**config.mk**
```make
export PLATFORM = sky130hd
export DESIGN_NAME = spi_burst_ctrl
export DESIGN_NICKNAME = d
export VERILOG_FILES = /design/src/rtl/spi_burst_ctrl.sv
export SDC_FILE = /design/constraint.sdc
export NUM_CORES = 1
export LEC_CHECK = 0
export ABC_AREA = 1
export CAP_MARGIN = 15
export CORE_ASPECT_RATIO = 0.9
export CORE_MARGIN = 4
export CORE_UTILIZATION = 40
export DETAILED_ROUTE_END_ITERATION = 10
export GPL_TIMING_DRIVEN = 1
export PLACE_DENSITY = 0.68
export SYNTH_ARGS = -nofsm -noshare
export SYNTH_HDL_FRONTEND = slang
export SYNTH_SLANG_ARGS = --single-unit
```
**constraint.sdc**
```tcl
create_clock -name i_clk -period 3.9 [get_ports i_clk]
set_input_delay 0.78 -clock i_clk [delete_from_list [all_inputs] [get_ports i_clk]]
set_output_delay 0.78 -clock i_clk [all_outputs]
set_load 0.01 [all_outputs]
```
**src/rtl/spi_burst_ctrl.sv**
```systemverilog
// -----------------------------------------------------------------------------
// spi_burst_ctrl
//   Burst sequencer placed directly in front of an SPI master byte engine.
//   The host queues bytes in a TX FIFO and pulses i_start. The block then
//   lowers chip select once, hands the queued bytes to the master one at a
//   time over the transmit_data/transfer/ready handshake, and stores every
//   received byte in an RX FIFO. Chip select stays low from the setup phase
//   through the hold phase, with no deassertion between bytes.
//
// Ports
//   i_clk                 system clock
//   i_rst_n               asynchronous reset, active low (shared with master)
//   i_wr_en / i_wr_data   push a byte into the TX FIFO (ignored when full)
//   o_tx_full             TX FIFO full
//   o_tx_count            TX FIFO occupancy, 0..DEPTH
//   i_rd_en               pop the RX FIFO head (ignored when empty)
//   o_rd_data             RX FIFO head, first-word fall-through
//   o_rx_empty            RX FIFO empty
//   o_rx_overflow         sticky: a received byte was dropped (RX full)
//   i_start               begin a burst (sampled only in IDLE)
//   o_busy                high in every state except IDLE
//   o_done                one-cycle pulse at the end of a burst
//   o_cs_n                chip select, active low
//   o_spi_transmit_data   byte for the master
//   o_spi_transfer        one-cycle transfer request to the master
//   i_spi_ready           master ready
//   i_spi_received_data   byte returned by the master
// -----------------------------------------------------------------------------

// Small FIFO with a registered first-word-fall-through head. Storage is a
// plain array (no reset on the contents); only pointers, count and the head
// register are reset. On a simultaneous push and pop the pop is taken first,
// so a push into a full FIFO succeeds when it is also being popped.
module spi_burst_fifo #(
  parameter int DL    = 8,
  parameter int DEPTH = 16,
  parameter int AW    = 4
) (
  input  logic          i_clk,
  input  logic          i_rst_n,
  input  logic          i_push,
  input  logic [DL-1:0] i_data,
  input  logic          i_pop,
  output logic [DL-1:0] o_head,
  output logic [AW:0]   o_count
);

  logic [DL-1:0] r_mem [DEPTH];
  logic [AW-1:0] r_wr_ptr;
  logic [AW-1:0] r_rd_ptr;
  logic [AW:0]   r_count;
  logic [DL-1:0] r_head;

  logic          w_full;
  logic          w_empty;
  logic          w_pop_ok;
  logic          w_push_ok;
  logic [AW-1:0] w_rd_ptr_next;
  logic [AW:0]   w_count_next;

  always_comb begin
    w_full        = (r_count == (AW+1)'(DEPTH));
    w_empty       = (r_count == '0);
    w_pop_ok      = i_pop && !w_empty;
    w_push_ok     = i_push && (!w_full || w_pop_ok);
    w_rd_ptr_next = r_rd_ptr + AW'(w_pop_ok);
    w_count_next  = r_count + {{AW{1'b0}}, w_push_ok} - {{AW{1'b0}}, w_pop_ok};
  end

  always_ff @(posedge i_clk) begin
    if (w_push_ok) begin
      r_mem[r_wr_ptr] <= i_data;
    end
  end

  always_ff @(posedge i_clk or negedge i_rst_n) begin
    if (!i_rst_n) begin
      r_wr_ptr <= '0;
      r_rd_ptr <= '0;
      r_count  <= '0;
      r_head   <= '0;
    end else begin
      if (w_push_ok) begin
        r_wr_ptr <= r_wr_ptr + AW'(1);
      end
      r_rd_ptr <= w_rd_ptr_next;
      r_count  <= w_count_next;
      // Preload the next head. When the slot being written this cycle is the
      // new head (FIFO was empty after the pop), bypass the array.
      // When the FIFO drains, the head keeps its last value.
      if (w_count_next != '0) begin
        if (w_push_ok && (r_wr_ptr == w_rd_ptr_next)) begin
          r_head <= i_data;
        end else begin
          r_head <= r_mem[w_rd_ptr_next];
        end
      end
    end
  end

  assign o_head  = r_head;
  assign o_count = r_count;

endmodule

module spi_burst_ctrl #(
  parameter int DL       = 8,
  parameter int DEPTH    = 16,
  parameter int AW       = 4,
  parameter int CS_SETUP = 2,
  parameter int CS_HOLD  = 2
) (
  input  logic          i_clk,
  input  logic          i_rst_n,
  input  logic          i_wr_en,
  input  logic [DL-1:0] i_wr_data,
  output logic          o_tx_full,
  output logic [AW:0]   o_tx_count,
  input  logic          i_rd_en,
  output logic [DL-1:0] o_rd_data,
  output logic          o_rx_empty,
  output logic          o_rx_overflow,
  input  logic          i_start,
  output logic          o_busy,
  output logic          o_done,
  output logic          o_cs_n,
  output logic [DL-1:0] o_spi_transmit_data,
  output logic          o_spi_transfer,
  input  logic          i_spi_ready,
  input  logic [DL-1:0] i_spi_received_data
);

  localparam int CNT_MAX = (CS_SETUP > CS_HOLD) ? CS_SETUP : CS_HOLD;
  localparam int CW      = (CNT_MAX > 1) ? $clog2(CNT_MAX) : 1;
  localparam logic [CW-1:0] SETUP_LAST = CW'(CS_SETUP - 1);
  localparam logic [CW-1:0] HOLD_LAST  = CW'(CS_HOLD - 1);

  typedef enum logic [2:0] {
    S_IDLE,
    S_SETUP,
    S_LOAD,
    S_WAIT_BUSY,
    S_WAIT_DONE,
    S_STORE,
    S_HOLD,
    S_DONE
  } state_t;

  state_t        r_state;
  state_t        w_state_next;
  logic [CW-1:0] r_cnt;
  logic [CW-1:0] w_cnt_next;

  logic          r_cs_n;
  logic          r_busy;
  logic          r_done;
  logic          r_spi_transfer;
  logic [DL-1:0] r_spi_tx_data;
  logic [DL-1:0] r_rx_byte;
  logic          r_rx_overflow;

  logic          w_tx_pop;
  logic          w_rx_push;
  logic          w_empty_start;
  logic          w_start_seen;
  logic [DL-1:0] w_tx_head;
  logic [AW:0]   w_tx_count;
  logic [AW:0]   w_rx_count;
  logic          w_tx_empty;
  logic          w_rx_full;

  spi_burst_fifo #(.DL(DL), .DEPTH(DEPTH), .AW(AW)) u_tx_fifo (
    .i_clk   (i_clk),
    .i_rst_n (i_rst_n),
    .i_push  (i_wr_en),
    .i_data  (i_wr_data),
    .i_pop   (w_tx_pop),
    .o_head  (w_tx_head),
    .o_count (w_tx_count)
  );

  spi_burst_fifo #(.DL(DL), .DEPTH(DEPTH), .AW(AW)) u_rx_fifo (
    .i_clk   (i_clk),
    .i_rst_n (i_rst_n),
    .i_push  (w_rx_push),
    .i_data  (r_rx_byte),
    .i_pop   (i_rd_en),
    .o_head  (o_rd_data),
    .o_count (w_rx_count)
  );

  assign w_tx_empty = (w_tx_count == '0);
  assign w_rx_full  = (w_rx_count == (AW+1)'(DEPTH));

  // Next-state and per-cycle controls.
  always_comb begin
    w_state_next  = r_state;
    w_cnt_next    = r_cnt;
    w_tx_pop      = 1'b0;
    w_rx_push     = 1'b0;
    w_empty_start = 1'b0;
    w_start_seen  = 1'b0;
    case (r_state)
      S_IDLE: begin
        if (i_start) begin
          w_start_seen = 1'b1;
          if (!w_tx_empty) begin
            w_state_next = S_SETUP;
            w_cnt_next   = '0;
          end else begin
            w_empty_start = 1'b1;
          end
        end
      end
      S_SETUP: begin
        if (r_cnt == SETUP_LAST) begin
          w_state_next = S_LOAD;
        end else begin
          w_cnt_next = r_cnt + CW'(1);
        end
      end
      S_LOAD: begin
        if (i_spi_ready) begin
          w_tx_pop     = 1'b1;
          w_state_next = S_WAIT_BUSY;
        end
      end
      S_WAIT_BUSY: begin
        if (!i_spi_ready) begin
          w_state_next = S_WAIT_DONE;
        end
      end
      S_WAIT_DONE: begin
        if (i_spi_ready) begin
          w_state_next = S_STORE;
        end
      end
      S_STORE: begin
        w_rx_push = 1'b1;
        // A host push landing in this very cycle still extends the burst;
        // the TX FIFO cannot be full when it is empty, so that push is taken.
        if (!w_tx_empty || i_wr_en) begin
          w_state_next = S_LOAD;
        end else begin
          w_state_next = S_HOLD;
          w_cnt_next   = '0;
        end
      end
      S_HOLD: begin
        if (r_cnt == HOLD_LAST) begin
          w_state_next = S_DONE;
        end else begin
          w_cnt_next = r_cnt + CW'(1);
        end
      end
      S_DONE: begin
        w_state_next = S_IDLE;
      end
      default: begin
        w_state_next = S_IDLE;
      end
    endcase
  end

  // Outputs are registered from the next state so they change together with
  // the state register and never glitch.
  always_ff @(posedge i_clk or negedge i_rst_n) begin
    if (!i_rst_n) begin
      r_state        <= S_IDLE;
      r_cnt          <= '0;
      r_cs_n         <= 1'b1;
      r_busy         <= 1'b0;
      r_done         <= 1'b0;
      r_spi_transfer <= 1'b0;
      r_spi_tx_data  <= '0;
      r_rx_byte      <= '0;
      r_rx_overflow  <= 1'b0;
    end else begin
      r_state        <= w_state_next;
      r_cnt          <= w_cnt_next;
      r_cs_n         <= (w_state_next == S_IDLE) || (w_state_next == S_DONE);
      r_busy         <= (w_state_next != S_IDLE);
      r_done         <= (w_state_next == S_DONE) || w_empty_start;
      r_spi_transfer <= w_tx_pop;
      if (w_tx_pop) begin
        r_spi_tx_data <= w_tx_head;
      end
      // Received data is only guaranteed on the first ready-high cycle.
      if ((r_state == S_WAIT_DONE) && i_spi_ready) begin
        r_rx_byte <= i_spi_received_data;
      end
      // A same-cycle host pop frees a slot before the store, so no drop.
      if (w_start_seen) begin
        r_rx_overflow <= 1'b0;
      end else if (w_rx_push && w_rx_full && !i_rd_en) begin
        r_rx_overflow <= 1'b1;
      end
    end
  end

  assign o_tx_full           = (w_tx_count == (AW+1)'(DEPTH));
  assign o_tx_count          = w_tx_count;
  assign o_rx_empty          = (w_rx_count == '0);
  assign o_rx_overflow       = r_rx_overflow;
  assign o_busy              = r_busy;
  assign o_done              = r_done;
  assign o_cs_n              = r_cs_n;
  assign o_spi_transmit_data = r_spi_tx_data;
  assign o_spi_transfer      = r_spi_transfer;

endmodule
```
==> results.json, run 1 <==
{
  "synth.top_cell.area_share_pct": 51.6,
  "p_seq_share_pct": 37.2,
  "synth_area_leaders": "edfxtp_1 52%, dfrtp_1 11%, nand3_1 9.2%",
  "ios": 50,
  "drtIter0Drc": 1066,
  "antenna_found_initial": 0,
  "cap_violations": 0,
  "crit_top_cell": "inv_1",
  "cp_cell_sequence": "inv_1 -> ha_1 -> nand3_2 -> nand2_1 -> inv_1 -> ha_1 -> inv_1 -> ha_1 -> fa_1 -> a21oi_1 -> o21bai_1 -> xnor2_1 -> inv_1 -> nand3_1 -> inv_1 -> nand2_1 -> nand2_1",
  "num-nets-final": 1509,
  "fmax_ghz": 0.312,
  "slew_viol_final": 0,
  "power.density_mw_per_mm2": 777,
  "cts-resized-gates": 0,
  "synth_warnings": 0,
  "synthToLayoutAreaGrowth_pct": 13.9,
  "ys_top_cells_by_count": "273 x nand3_1, 266 x nand2_1, 256 x edfxtp_1, 219 x inv_1, 121 x nand3b_1",
  "dieArea_sq_mm": 0.0404,
  "switching_power_uw": 5250,
  "setup_violations": 0,
  "yosysMostFrequentCell": "nand3_1",
  "cp_max_fo": 9,
  "rows": 66,
  "timing.critical_path.to_type": "flop",
  "finalSetupTns_ns": 0,
  "fillers": 3253,
  "path_clk_slew_ns": 0.07,
  "timing.final.crit_share_pct": 82.3,
  "syn_inst": 1413,
  "slew_headroom_pct": 38.7,
  "cp-start-kind": "flop",
  "synth_cell_types": 39,
  "initial_utilization_pct": 40.9,
  "hold_class": "primary input to asynchronous set/reset pin",
  "pwr-share-comb_pct": 40.1,
  "antenna_cells": 0,
  "cts-root-buf": "clkbuf_16",
  "critical-path-slowest-cell": "fa_1",
  "clock_path_buffers": 3,
  "post_cts_buffers": 0,
  "p_leak_uw": 0.00704,
  "via_per_inst": 5.15,
  "synth_edf_count": 256,
  "rsz0062_at_grt": "false",
  "yosysSeqAreaShare_pct": 62.9,
  "synth-seq-cells": 323,
  "drc_errors": 0,
  "required_ns": 4.35,
  "grt_pass1_wl_um": 54400,
  "grt_util_all_layers_pct": 16.9,
  "dp.cells": 1906,
  "grt_pass1_vias": 9996,
  "min_period_ns": 3.21,
  "cpPeakStageDelay_ns": 0.44,
  "die_w_um": 211,
  "worstMarginPinSlew_ns": 0.916,
  "insertion_delay_ns": 0.57,
  "synthFlopType": "edfxtp_1",
  "hpwl_um": 21300,
  "syn_nets": 1458,
  "clkPwrFrac_pct": 22.6,
  "critPathBufInv": 5,
  "cts_buffers": 30,
  "wire_per_inst_um": 17.4,
  "htreeDepth": 1,
  "p_sw_share_pct": 39.8,
  "wirelength_um": 34200,
  "grt_overflow": 0,
  "synthArstFlopShare_pct": 20.7,
  "worstPathArrival_ns": 3.66,
  "intPower_uw": 7940,
  "final-instance-count-excl-fill": 1964,
  "peakVddDrop_mv": 0.403,
  "cts_sinks": 323,
  "vias": 10122,
  "skew_ns": 0.0157,
  "syn_area_sq_mm": 0.0149,
  "routabilityCongestion": 0.899,
  "cts_hold_buf": 0,
  "synth_area_leader_cell": "edfxtp_1",
  "antenna_left": 0,
  "final_util_pct": 46.6,
  "core-area_sq_mm": 0.0364,
  "path_delay_family": "adder cells",
  "drive_gt1_share_pct": 7.39,
  "drtPass1Iterations": 5,
  "io_buffers": 49,
  "hold_violations": 0,
  "fp.dieH_um": 191,
  "grt_max_degree": 67,
  "worstSetupPathType": "flop to flop",
  "avgSynthCellArea_sq_um": 10.5,
  "cts_tree": "yes",
  "outcome": "completed"
}
per-layer routing:
layer	vias to the layer above	routed length [um]	track usage (%)
met3	76	2210	2.89
met5	-	0	0
met1	4920	14500	22.7
li1	4822	-	-
met2	304	16600	28.4
met4	0	1010	4.73
flip-flops by register name, summed over array words and instances, names as in the netlist, 3 cells and up:
name / cells
u_rx_fifo.r_rd_ptr: 4
u_tx_fifo.r_rd_ptr: 4
u_rx_fifo.o_count: 5
r_rx_byte: 8
u_rx_fifo.o_head: 8
u_tx_fifo.r_wr_ptr: 4
u_tx_fifo.r_mem: 128
u_rx_fifo.r_wr_ptr: 4
u_tx_fifo.o_count: 5
u_rx_fifo.r_mem: 128
r_state: 3
u_tx_fifo.o_head: 8
o_spi_transmit_data: 8
logic make-up (layout without fill, tap and decap cells):
| family | count (synthesis) | after routing | synth area share [%] |
|---|---|---|---|
| DFF | 323 | 323 | 62.9 |
| xor gates and xnor gates | 20 | 20 | 1.45 |
| buffers and inverters | 287 | 362 | 7.92 |
| adders and majority gates | 23 | 23 | 2.03 |
| AOI/OAI and AO/OA | 29 | 29 | 1.34 |
| and+or+nand+nor | 731 | 731 | 24.4 |
final cells by class:
cell class	count	area, sq um	share of cell area [%]
Inverter	224	843	4.97
Clock inverter	9	70.1	0.413
Sequential cell	323	9370	55.2
Tap cell	476	596	3.51
Timing Repair Buffer	82	791	4.66
Multi-Input combinational cell	803	4360	25.7
Clock buffer	47	947	5.58
layout by cell type, fill, tap and decap left out, drive strengths merged:
cell type      Yosys  final
inv              222    222
dfrtp             66     66
nand2            271    271
nand4              4      4
nor2              54     54
a31oi              2      2
o21ai              5      5
o211ai             1      1
clkdlybuf4s50      0     48
a21oi             16     16
o2111ai            1      1
bufinv             0      1
fa                 2      2
xor2              15     15
o21bai             2      2
edfxtp           256    256
or3                1      1
clkbuf            24     47
clkinv             2      9
o221ai             1      1
nand3b           121    121
clkinvlp           0      1
nor3               3      3
buf               39     34
xnor2              5      5
ha                21     21
a221oi             1      1
nand3            277    277
dfstp              1      1
path summary, 6_finish.rpt:
check	from	end	slack, ns	cells after the start
worst max-delay path	u_rx_fifo.o_count[2]	u_rx_fifo.o_head[1]	0.69	17
worst min-delay path	i_rst_n	o_spi_transmit_data[2]	0.06	1
worst max register to register	u_rx_fifo.o_count[2]	u_rx_fifo.o_head[1]	0.69	17
worst min register to register	o_spi_transmit_data[7]	o_spi_transmit_data[7]	0.48	2
max in group asynchronous	i_rst_n	o_cs_n	3.06	3
min in group i_clk	o_spi_transmit_data[7]	o_spi_transmit_data[7]	0.48	2
power by group through the flow:
stage / clock [uW] / sequential (uW) / combinational (uW)
floorplan: 0 / 4830 / 3600
global placement: 0 / 4960 / 5130
detailed placement: 0 / 4980 / 5230
CTS: 3030 / 4910 / 5240
global route: 3180 / 4970 / 5910
finish: 2990 / 4910 / 5290
per-stage QoR:
step	total power [uW]	hold WS, ns	worst slack (ns)	cell area [sq um]
finish	13200	0.0551	0.691	17000
global route	14100	0.0478	0.387	17000
CTS	13200	0.424	0.678	16900
detailed placement	10200	0.466	0.180	15900
global placement	10100	0.475	0.265	15900
floorplan	8430	0.449	0.853	14900
No activity file was read; power rests on OpenSTA's default activity.
==> inputs of run 2 (changes only) <==
--- a/config.mk
+++ b/config.mk
@@ -12,7 +12,7 @@
 export CORE_UTILIZATION = 40
 export DETAILED_ROUTE_END_ITERATION = 10
 export GPL_TIMING_DRIVEN = 1
-export PLACE_DENSITY = 0.68
+export PLACE_DENSITY = 0.7
 export SYNTH_ARGS = -nofsm -noshare
 export SYNTH_HDL_FRONTEND = slang
 export SYNTH_SLANG_ARGS = --single-unit
==> constraint.sdc (replaced) <==
create_clock -name i_clk -period 2.7 [get_ports i_clk]
set_input_delay 0.54 -clock i_clk [delete_from_list [all_inputs] [get_ports i_clk]]
set_output_delay 0.54 -clock i_clk [all_outputs]
set_load 0.01 [all_outputs]
==> run 2 against run 1 <==
Compared with the run above:
- sequential cell count unchanged
- first-iteration DRC count down 11%
- maximum frequency up 21%
- critical path type unchanged
- clock-buffer cell count up 1
==> results.json, run 2 (synthesized netlist as in run 1, its figures left out) <==
{
  "slew_viol_final": 0,
  "grt_pass1_wl_um": 55400,
  "core-area_sq_mm": 0.0364,
  "synthToLayoutAreaGrowth_pct": 20.6,
  "rows": 66,
  "timing.critical_path.to_type": "flop",
  "skew_ns": 0.0119,
  "grt_max_degree": 47,
  "timing.final.crit_share_pct": 98.2,
  "place_ws_ns": -0.515,
  "grt_pass1_vias": 10182,
  "min_period_ns": 2.65,
  "crit_top_cell": "inv_2",
  "clock_path_buffers": 3,
  "fin_ws_ns": 0.0475,
  "dr_wl_met2_um": 17600,
  "io_buffers": 49,
  "peakVddDrop_mv": 0.599,
  "num-nets-final": 1596,
  "wire_per_inst_um": 17.0,
  "wirelength_um": 35000,
  "setup_violations": 0,
  "fp.dieH_um": 191,
  "p_leak_uw": 0.00751,
  "grt_overflow": 0,
  "met1Wirelength_um": 14700,
  "fillers": 3133,
  "cts_buffers": 30,
  "cp-start-kind": "flop",
  "power.density_mw_per_mm2": 1140,
  "final_cell_mix": "269 x nand3_1, 256 x edfxtp_1, 250 x nand2_1",
  "fmax_ghz": 0.377,
  "hold_class": "primary input to asynchronous set/reset pin",
  "dieArea_sq_mm": 0.0404,
  "vias": 10449,
  "cts_tree": "yes",
  "slew_headroom_pct": 49.5,
  "wl_met3_um": 1830,
  "insertion_delay_ns": 0.57,
  "cpPeakStageDelay_ns": 0.39,
  "final_util_pct": 49.3,
  "path_clk_slew_ns": 0.07,
  "rsz0062_at_grt": "true",
  "cp_max_fo": 4,
  "cp_cell_sequence": "inv_2 -> ha_4 -> nand3_4 -> nand2_2 -> inv_2 -> ha_4 -> inv_2 -> ha_4 -> fa_2 -> a21oi_2 -> o21bai_1 -> xnor2_1 -> inv_2 -> nand3_4 -> nand2_1 -> inv_1 -> nand2_1 -> nand2_1",
  "layout_commonest_cell": "nand3_1",
  "cap_violations": 0,
  "outcome": "completed",
  "antenna_cells": 0,
  "grt_util_all_layers_pct": 17.0,
  "finalSetupTns_ns": 0,
  "htreeDepth": 1,
  "antenna_found_initial": 0,
  "routabilityCongestion": 0.873,
  "antenna_left": 0,
  "worstSetupPathType": "flop to flop",
  "drtPass1Iterations": 5,
  "drc_errors": 0,
  "via_per_inst": 5.09,
  "final-instance-count-excl-fill": 2051,
  "drtIter0Drc": 954,
  "hpwl_um": 22500,
  "critical-path-slowest-cell": "dfrtp_1",
  "cts_hold_buf": 0,
  "dp.cells": 1978,
  "cts-root-buf": "clkbuf_16",
  "required_ns": 3.16,
  "die_w_um": 211,
  "ios": 50,
  "initial_utilization_pct": 40.9,
  "drive_gt1_share_pct": 15.4,
  "worstMarginPinSlew_ns": 0.758,
  "worstPathArrival_ns": 3.11,
  "highest_layer": "met4",
  "cts_sinks": 323,
  "hold_violations": 0,
  "reg.largest.list": "u_rx_fifo.r_mem x128, u_tx_fifo.r_mem x128"
}
-- run 2: changes by cell type in the layout (fill, tap and decap cells not counted), moves of 4 or more --
cell	delta
buf_4	+75
nand2_1	-12
nand2_2	+12
inv_1	-11
inv_2	+9
buf_12	+8
ha_1	-6
ha_4	+5
nand3_1	-4
nand3_4	+4
-- run 2: power by group --
| part | switching (uW) | total, uW | internal (uW) |
|---|---|---|---|
| clock | 1790 | 4440 | 2650 |
| sequential | 725 | 7100 | 6370 |
| combinational | 5540 | 8970 | 3430 |
-- run 2: path summary, 6_finish.rpt --
| path | cells past startpoint | start | end | slack [ns] |
|---|---|---|---|---|
| max | 18 | u_rx_fifo.o_count[2] | u_rx_fifo.o_head[7] | 0.05 |
| min | 1 | i_rst_n | u_rx_fifo.o_head[4] | 0.0005 |
| max reg2reg | 18 | u_rx_fifo.o_count[2] | u_rx_fifo.o_head[7] | 0.05 |
| min reg2reg | 2 | o_spi_transmit_data[6] | o_spi_transmit_data[6] | 0.48 |
| max in group asynchronous | 2 | i_rst_n | u_tx_fifo.r_wr_ptr[0] | 2.00 |
| min in group i_clk | 2 | o_spi_transmit_data[6] | o_spi_transmit_data[6] | 0.48 |
-- run 2: area by class of cell --
class / count / area (sq um) / share of cell area, %
well taps: 476 / 596 / 3.32
multi-input cells: 806 / 4580 / 25.5
inverters: 224 / 852 / 4.75
clock buffers: 48 / 935 / 5.21
flip-flops and latches: 323 / 9370 / 52.2
repair buffers: 166 / 1510 / 8.40
clock inverters: 8 / 118 / 0.655
-- run 2: critical path, delay by kind of cell, from the launching register on --
family	cells	cell delay, ns
xor+xnor	1	0.16
compound gates	2	0.24
flops	1	0.39
simple gates	6	0.49
buf+inv	5	0.33
fa+ha+maj	4	0.93
-- run 2: stage by stage --
step / hold slack [ns] / total power [uW] / area (sq um)
5_1_grt: 0.0466 / 21800 / 18000
6_report: 0.000511 / 20500 / 18000
2_1_floorplan: 0.244 / 12200 / 14900
3_3_place_gp: 0.457 / 15200 / 16600
4_1_cts: 0.00722 / 20200 / 17700
3_5_place_dp: 0.458 / 15400 / 16600
-- run 2: routing by layer --
| metal | GRT usage [%] | up-vias |
|---|---|---|
| li1 | - | 5019 |
| met1 | 23.0 | 5058 |
| met2 | 29.4 | 303 |
| met5 | 0 | - |
| met3 | 2.36 | 69 |
| met4 | 4.04 | 0 |
-- run 2: what timing repair did --
item | CTS | global route
pin swaps | 5 | 20
setup endpoints to repair | 16 | 17
gates cloned | 2 | 1
gates resized for setup | 18 | 41
buffers inserted | 2 | 12
